### config.mk
export PLATFORM = sky130hd
export DESIGN_NAME = flash_read_arbiter
export DESIGN_NICKNAME = d
export VERILOG_FILES = /design/src/rtl/flash_read_arbiter.sv
export SDC_FILE = /design/constraint.sdc
export NUM_CORES = 1
export LEC_CHECK = 0
export ABC_CLOCK_PERIOD_IN_PS = 6330
export BUFFER_PORTS_ARGS = -buffer_cell sky130_fd_sc_hd__buf_2
export CORE_MARGIN = 2
export CORE_UTILIZATION = 60
export CTS_CLUSTER_SIZE = 28
export DETAILED_ROUTE_END_ITERATION = 8
export PLACE_DENSITY = 0.94
export SYNTH_ARGS = -nofsm -noshare
export SYNTH_HDL_FRONTEND = slang
export SYNTH_SLANG_ARGS = --single-unit
### constraint.sdc
create_clock -name clk -period 6.33 [get_ports clk]
set_input_delay 0.9495 -clock clk [delete_from_list [all_inputs] [get_ports clk]]
set_output_delay 0.9495 -clock clk [all_outputs]
set_load 0.005 [all_outputs]
### src/rtl/flash_read_arbiter.sv
// Round-robin arbiter that shares one single-stream SPI flash reader between
// two burst clients. Bursts are cut into chunks of at most CHUNK bytes so that
// a long transfer from one client cannot starve the other, and every returned
// byte is tagged with the client that owns it.
module flash_read_arbiter #(
  parameter int CHUNK = 256,
  parameter int LEN_W = 16
) (
  input  logic             clk,
  input  logic             reset,
  input  logic             c0_req,
  input  logic [23:0]      c0_addr,
  input  logic [LEN_W-1:0] c0_len,
  output logic             c0_ack,
  output logic             c0_done,
  input  logic             c1_req,
  input  logic [23:0]      c1_addr,
  input  logic [LEN_W-1:0] c1_len,
  output logic             c1_ack,
  output logic             c1_done,
  output logic [7:0]       rd_data,
  output logic             rd_valid,
  output logic             rd_client,
  output logic             rd_last,
  output logic [23:0]      flash_addr,
  output logic             flash_rd,
  output logic             flash_halt_rd,
  input  logic [7:0]       flash_q,
  input  logic             flash_read_ready,
  input  logic             flash_busy,
  output logic             busy
);

  localparam logic [LEN_W-1:0] CHUNK_L = LEN_W'(CHUNK);
  localparam logic [LEN_W-1:0] ONE     = LEN_W'(1);

  typedef enum logic [1:0] {RECOVER, IDLE, STREAM, DRAIN} state_t;
  state_t state, next_state;

  logic [1:0]       req;
  logic [23:0]      req_addr [2];
  logic [LEN_W-1:0] req_len  [2];

  logic [1:0]       pending;
  logic [23:0]      ctx_addr [2];
  logic [LEN_W-1:0] ctx_rem  [2];
  logic [1:0]       ack_q;
  logic [1:0]       done_q;

  logic             last_grant;
  logic [LEN_W-1:0] chunk_len;
  logic [LEN_W-1:0] rcvd;
  logic             halt_sent;

  logic [1:0]       eligible;
  logic             start;
  logic             grant;
  logic [LEN_W-1:0] start_len;
  logic             halt_now;
  logic             chunk_end;
  logic             req_end;

  assign req         = {c1_req, c0_req};
  assign req_addr[0] = c0_addr;
  assign req_addr[1] = c1_addr;
  assign req_len[0]  = c0_len;
  assign req_len[1]  = c1_len;

  assign c0_ack  = ack_q[0];
  assign c1_ack  = ack_q[1];
  assign c0_done = done_q[0];
  assign c1_done = done_q[1];

  // State register; reset lands in RECOVER because the reader itself is never reset.
  always_ff @(posedge clk or posedge reset) begin
    if (reset) state <= RECOVER;
    else       state <= next_state;
  end

  // Next-state logic plus the per-cycle control strobes that the registers below consume.
  always_comb begin
    next_state = state;
    start      = 1'b0;
    grant      = last_grant;
    start_len  = '0;
    halt_now   = 1'b0;
    chunk_end  = 1'b0;
    req_end    = 1'b0;
    eligible   = {pending[1] && (ctx_rem[1] != '0), pending[0] && (ctx_rem[0] != '0)};
    case (state)
      RECOVER: begin
        halt_now = flash_busy && !halt_sent;
        if (!flash_busy) next_state = IDLE;
      end
      IDLE: begin
        if (!flash_busy && (eligible != 2'b00)) begin
          start      = 1'b1;
          grant      = (eligible == 2'b11) ? ~last_grant : eligible[1];
          next_state = STREAM;
        end
      end
      STREAM: begin
        halt_now = !halt_sent && ((chunk_len - rcvd) == ONE);
        if (flash_read_ready && ((rcvd + ONE) == chunk_len)) begin
          chunk_end  = 1'b1;
          req_end    = (ctx_rem[last_grant] == chunk_len);
          next_state = DRAIN;
        end
      end
      DRAIN: begin
        if (!flash_busy) next_state = IDLE;
      end
      default: next_state = RECOVER;
    endcase
    start_len = (ctx_rem[grant] < CHUNK_L) ? ctx_rem[grant] : CHUNK_L;
  end

  // Client contexts: latch new requests, retire zero-length ones, advance after each chunk.
  always_ff @(posedge clk or posedge reset) begin
    if (reset) begin
      pending <= '0;
      ack_q   <= '0;
      done_q  <= '0;
      for (int i = 0; i < 2; i++) begin
        ctx_addr[i] <= '0;
        ctx_rem[i]  <= '0;
      end
    end else begin
      ack_q  <= '0;
      done_q <= '0;
      for (int i = 0; i < 2; i++) begin
        if (!pending[i] && req[i]) begin
          pending[i]  <= 1'b1;
          ctx_addr[i] <= req_addr[i];
          ctx_rem[i]  <= req_len[i];
          ack_q[i]    <= 1'b1;
        end else if (pending[i] && (ctx_rem[i] == '0)) begin
          pending[i] <= 1'b0;
          done_q[i]  <= 1'b1;
        end else if (chunk_end && (last_grant == i[0])) begin
          ctx_addr[i] <= ctx_addr[i] + 24'(chunk_len);
          ctx_rem[i]  <= ctx_rem[i] - chunk_len;
          if (req_end) begin
            pending[i] <= 1'b0;
            done_q[i]  <= 1'b1;
          end
        end
      end
    end
  end

  // Reader strobes, chunk bookkeeping and the tagged byte stream back to the clients.
  always_ff @(posedge clk or posedge reset) begin
    if (reset) begin
      flash_rd      <= 1'b0;
      flash_halt_rd <= 1'b0;
      flash_addr    <= '0;
      rd_valid      <= 1'b0;
      rd_data       <= '0;
      rd_client     <= 1'b0;
      rd_last       <= 1'b0;
      busy          <= 1'b0;
      last_grant    <= 1'b1;
      chunk_len     <= '0;
      rcvd          <= '0;
      halt_sent     <= 1'b0;
    end else begin
      flash_rd      <= start;
      flash_halt_rd <= halt_now;
      rd_valid      <= 1'b0;
      rd_last       <= 1'b0;
      busy          <= (state != IDLE) || (pending != 2'b00);
      if (start) begin
        last_grant <= grant;
        flash_addr <= ctx_addr[grant];
        chunk_len  <= start_len;
        rcvd       <= '0;
        halt_sent  <= 1'b0;
      end else if (halt_now) begin
        halt_sent <= 1'b1;
      end
      if ((state == STREAM) && flash_read_ready) begin
        rd_valid  <= 1'b1;
        rd_data   <= flash_q;
        rd_client <= last_grant;
        rd_last   <= req_end;
        rcvd      <= rcvd + ONE;
      end
    end
  end

endmodule
# Yosys cells after proc, flatten, opt, wreduce, memory -nomap -nowiden
# Cells that the tools add are included.
[totals]
word_cells = 143
out_inout_bits = 42
register_bits = 160
in_bits = 94
[classes]
add_sub_neg = 6
n_bitwise = 3
order_cmp = 3
reduce_logical = 39
eq_ne = 13
mux = 58
[op_table]
columns = ["operator", "count"]
rows = [
  ["16-bit 2-to-1 mux", 15],
  ["24-bit 2-to-1 mux", 9],
  ["24-bit by 16-bit adder with 24-bit output", 2],
  ["16-bit subtractor", 3],
  ["16-bit == test", 2],
  ["16-bit logical NOT", 2],
  ["16-bit nonzero test", 2],
  ["1-bit 2-to-1 mux", 29],
  ["16-bit by 1-bit adder with 16-bit output, second input constant", 1],
  ["16-bit by 1-bit == test with 1-bit output, second input constant", 1],
  ["16-bit by 9-bit less-than comparator with 1-bit output, second input constant", 1],
  ["1-bit logical AND", 13],
  ["2-bit nonzero test", 6],
  ["3-bit nonzero test", 4],
  ["2-bit != test, second input constant", 5],
  ["2-bit AND reduction", 4],
  ["2-bit == test, second input constant", 3],
  ["2-bit 2-to-1 mux", 3],
  ["2-bit case mux with 3 select lines", 1],
  ["2-bit greater-or-equal comparator, second input constant", 2],
  ["1-bit logical NOT", 4],
  ["1-bit inverter with 2-bit output", 2],
  ["3-bit AND reduction", 1],
  ["2-bit by 1-bit == test with 1-bit output, second input constant", 1],
  ["other kinds (6)", 6],
]

# Logic depth before layout (Yosys ltp)
[depth]
word_depth = 12
depth_mapped = 13
ltp_nobuf = 12

# Least setup slack after synthesis
# Ideal clock, no wire load.
[synth_path]
kind = "reg2reg"
startpoint = "register chunk_len[1]"
endpoint = "register halt_sent"
setup_ps = 95
t_required_ps = 6235
synth_period_minus_slack_ps = 2875
stages_incl_launch_ff = 12
setup_slack_ps = 3455
n_path_buf = 0
t_arrival_ps = 2779
path_cell_list = "dfrtp_1 inv_1 fa_1 nor2b_1 o21a_1 o21ai_0 a21oi_1 or4b_2 nand3_1 nand4_1 a211o_1 o31ai_1"
[synth_via]
elab_chain_len = 5
[synth_lines]
columns = ["element", "line_no", "rtl"]
rows = [
  ["from (decl)", "51", "logic [LEN_W-1:0] chunk_len;"],
  ["from (signal assigned)", "176", "chunk_len <= start_len;"],
  ["16-bit subtractor", "103", "halt_now = !halt_sent && ((chunk_len - rcvd) == ONE);"],
  ["16-bit by 1-bit == test with 1-bit output", "103", ""],
  ["1-bit logical AND", "103", ""],
  ["1-bit case mux with 2 select lines", "90", "case (state)"],
  ["2-bit nonzero test (no source line)", "n/a", ""],
  ["to (signal assigned)", "166", "halt_sent <= 1'b0;"],
  ["to (signal assigned)", "178", "halt_sent <= 1'b0;"],
  ["to (signal assigned)", "180", "halt_sent <= 1'b1;"],
  ["to (decl)", "53", "logic halt_sent;"],
]
# No other way between the ends.
# A chain may end at the register's enable or synchronous reset.

# Final worst setup path
[layout_path]
startpoint = "register rcvd[1]"
endpoint = "register ctx_addr[19] in the netlist's numbering"
[layout_via]
elab_chain_len = 8
[layout_lines]
columns = ["element", "line_no", "rtl"]
rows = [
  ["from (decl)", "52", "logic [LEN_W-1:0] rcvd;"],
  ["from (signal assigned)", "187", "rcvd <= rcvd + ONE;"],
  ["16-bit by 1-bit adder with 16-bit output", "104", "if (flash_read_ready && ((rcvd + ONE) == chunk_len)) begin"],
  ["16-bit == test", "104", ""],
  ["1-bit logical AND", "104", ""],
  ["1-bit 2-to-1 mux", "104", ""],
  ["1-bit 2-to-1 mux", "90", ""],
  ["1-bit logical AND", "140", "end else if (chunk_end && (last_grant == i[0])) begin"],
  ["2-bit nonzero test (no source line)", "n/a", ""],
  ["2-bit AND reduction (no source line)", "n/a", ""],
  ["to (signal, indexed assignment)", "134", "ctx_addr[i] <= req_addr[i];"],
  ["to (signal, indexed assignment)", "141", "ctx_addr[i] <= ctx_addr[i] + 24'(chunk_len);"],
  ["to (decl)", "45", "logic [23:0] ctx_addr [2];"],
]
# No other way between the ends.

==> metrics.cfg <==
[placed_design]
gp_congestion=0.9878
pre_cts_slack_ps=2397
dp_hpwl_mm=25.89
io_buffers=135

[finish]
nFillCells=1419
nets=1686
syn_to_final_growth_pct=11.98
final_common_cell=nand2_1
drive_gt1_frac=0.1324
layout_common_cells=nand2_1 (183), dfrtp_1 (159), nor2_1 (152)

[critical_path]
cp_top_family=simple AND/OR/NAND/NOR gates
critPathMaxStageDelay_ps=620
cp-end-kind=register
cp_cell_sequence=ha_1 -> nand4_2 -> nor3_1 -> xnor2_1 -> nand3_1 -> a211oi_4 -> nand4_2 -> buf_4 -> or4_1 -> a31oi_1
crit_type=reg2reg
crit_path_start_kind=register
crit_fanout=25
cp.arrival_ps=4450
crit_top_cell=nand4_2
cp_data_required_time_ps=6690
cpMaxStageDelayCell=nand4_2
path_buf_inv=1

[die]
ios=136
num_rows=50
coreArea_um2=18830
die_w_um=143.0
start_util=0.6158
die_h_um=143.0
dieArea_um2=20450

[timing]
tns_ps=0
slew_viol_final=0
finClkSkew_ps=12.90
finalWorstSetupSlack_ps=2241
finalHoldViolations=0
rsz0062_at_grt=no
max_slew_margin=0.09789
timing.fmax_ghz=0.2445
setup_viol=0
final.min_clock_period_ps=4089
period_share=0.6460
worstMarginPinSlew_ps=1353

[synthesis]
syn_inst=1403
syn_nets=1583
yosysUniqueCellTypes=71
seq_area_frac_synth=0.3454
ys_ff_latch=160
avgSynthCellArea_um2=8.265
yosysWarnings=0
async_reset_ff_frac=1.000
ys.flop_type=dfrtp_1
syn-cell-area_um2=11600
synth_edf_count=0

[flow_run]
maxCapViolCount=0

[clocking]
htreeDepth=4
clockBufferDepth=2
cts_buffers=17
cts_tree=built
clk_latency_ps=440
cts_root_buffer=clkbuf_16
ctsHoldBuffers=0
cts.sinks=160
post_cts_buffers=0
clkTransAtPathRegs_ps=70
cts-resized-gates=0

[power_and_ir_drop]
finalPower_uw=5311
clkPwrFrac=0.197
p_int_uw=3025
netSwitchingPower_uw=2285
vdd_ir_drop_max_v=0.0002606
powerDensity_nw_per_um2=409.0
leakagePower_uw=0.005874
p_seq_frac=0.344
switching_share=0.4304
power_frac_comb=0.460

[drt]
ant_nets=0
dr_total_vias=11700
drc=0
firstDrtPassIters=8
finalWirelength_mm=36.66
viasPerCell=6.576
drt_iter0_markers=1543
wl_per_cell_um=20.60

[global_route]
antenna_found_initial=1
grt_use_met3=0.08115
grt_pass1_vias=11120
overflow=0
grt_max_degree=111
use_met2=0.5674
grt-busiest-layer=met2
grt_pass1_wl_mm=57.81
grt_use_met1=0.4814
grt_usage=0.3634

[outcome]
status=complete, no violations

[hold_path]
hold_class=reg2reg

## worst reg2reg max path, delay by kind of cell (launching register included)
| kind | cells | cell delay (ps) |
|---|---|---|
| buffers and inverters | 1 | 470 |
| xor gates and xnor gates | 1 | 160 |
| adders and majority gates | 1 | 360 |
| and+or+nand+nor | 5 | 1940 |
| DFF | 1 | 470 |
| AOI/OAI and AO/OA | 2 | 620 |
## cell families (layout without fill, tap and decap cells)
| logic type | count (synthesis) | after routing | share of synthesized area |
|---|---|---|---|
| AO/OA/AOI/OAI | 385 | 385 | 0.2020 |
| XOR/XNOR | 92 | 92 | 0.06949 |
| adder cells (fa/ha/maj) | 86 | 86 | 0.09603 |
| buffers and inverters | 122 | 237 | 0.04294 |
| flip-flops | 160 | 160 | 0.3454 |
| multiplexers | 33 | 33 | 0.02859 |
| other | 0 | 1 | 0 |
| AND/OR/NAND/NOR | 525 | 525 | 0.2156 |
## synthesized netlist by cell type, drive strengths merged (5+ instances only)
cell type | number | share of area
or3 | 19 | 0.010
nand2b | 8 | 0.0043
a211oi | 9 | 0.0069
nand2 | 184 | 0.060
nand3 | 32 | 0.015
o211ai | 7 | 0.0045
clkbuf | 44 | 0.014
nor4 | 13 | 0.0070
a21o | 13 | 0.0084
o22ai | 35 | 0.019
fa | 5 | 0.0086
nor2b | 22 | 0.012
xor2 | 16 | 0.012
a21boi | 8 | 0.0052
a31o | 6 | 0.0045
nor3 | 29 | 0.013
and3 | 9 | 0.0049
o21a | 14 | 0.0091
ha | 81 | 0.087
nand4 | 18 | 0.012
a311oi | 5 | 0.0038
a31oi | 36 | 0.019
xnor2 | 76 | 0.057
inv | 60 | 0.019
dfrtp | 159 | 0.34
buf | 16 | 0.0086
and4 | 5 | 0.0038
o21ai | 94 | 0.041
mux2i | 32 | 0.028
nor2 | 153 | 0.050
and2 | 9 | 0.0049
o31ai | 12 | 0.0078
a21oi | 114 | 0.049
nor3b | 7 | 0.0050
## cell type report
type / count / area (µm²) / share of cell area
tap: 260 / 325.3 / 0.02505
sequential: 160 / 4005 / 0.3084
inverter: 62 / 237.7 / 0.01831
clock inverter: 11 / 128.9 / 0.009925
timing repair buffer: 144 / 743.2 / 0.05724
clock buffer: 20 / 446.7 / 0.03440
antenna: 1 / 2.502 / 0.0001927
multi-input combinational: 1121 / 7096 / 0.5464
## path summary, 6_finish.rpt
check,startpoint,end,slack (ps),depth (start not counted)
setup / recovery,rcvd[1],ctx_addr[19],2240,10
hold / removal,rd_data[1],rd_data[1],470,2
setup reg to reg,rcvd[1],ctx_addr[19],2240,10
hold reg to reg,rd_data[1],rd_data[1],470,2
max in group asynchronous,reset,chunk_len[5],4270,3
min in group asynchronous,reset,flash_addr[11],760,2
## stage by stage
step | hold WS (ps) | instance area, µm² | utilization | instances
after global placement | 454.3 | 12410 | 0.6589 | 1747
final | 473.3 | 12990 | 0.6896 | 1779
after CTS | 479.0 | 12980 | 0.6894 | 1778
after detailed placement | 461.9 | 12410 | 0.6589 | 1747
after floorplan | 445.5 | 11600 | - | 1403
after global routing | 514.6 | 12980 | 0.6894 | 1778
## state kept, by name, indices dropped and copies added, names as in the netlist, 2 cells and up
name        count
ctx_addr       48
ctx_rem        32
flash_addr     24
chunk_len      16
rcvd           16
rd_data         8
ack_q           2
done_q          2
pending         2
state           2
## routing by layer
| metal | share of wire | up-vias |
|---|---|---|
| met5 | 0 | - |
| met4 | 0.048 | 0 |
| met3 | 0.12 | 170 |
| met2 | 0.45 | 830 |
| met1 | 0.38 | 5483 |
| li1 | - | 5216 |
## power groups by stage
stage | logic (µW) | registers, µW | clock network [µW]
floorplan | 1820 | 1630 | 0
global placement | 2260 | 1780 | 0
detailed placement | 2360 | 1800 | 0
CTS | 2390 | 1790 | 1040
global route | 2680 | 1850 | 1080
finish | 2440 | 1830 | 1040
Power figures use the tool's default switching activity.
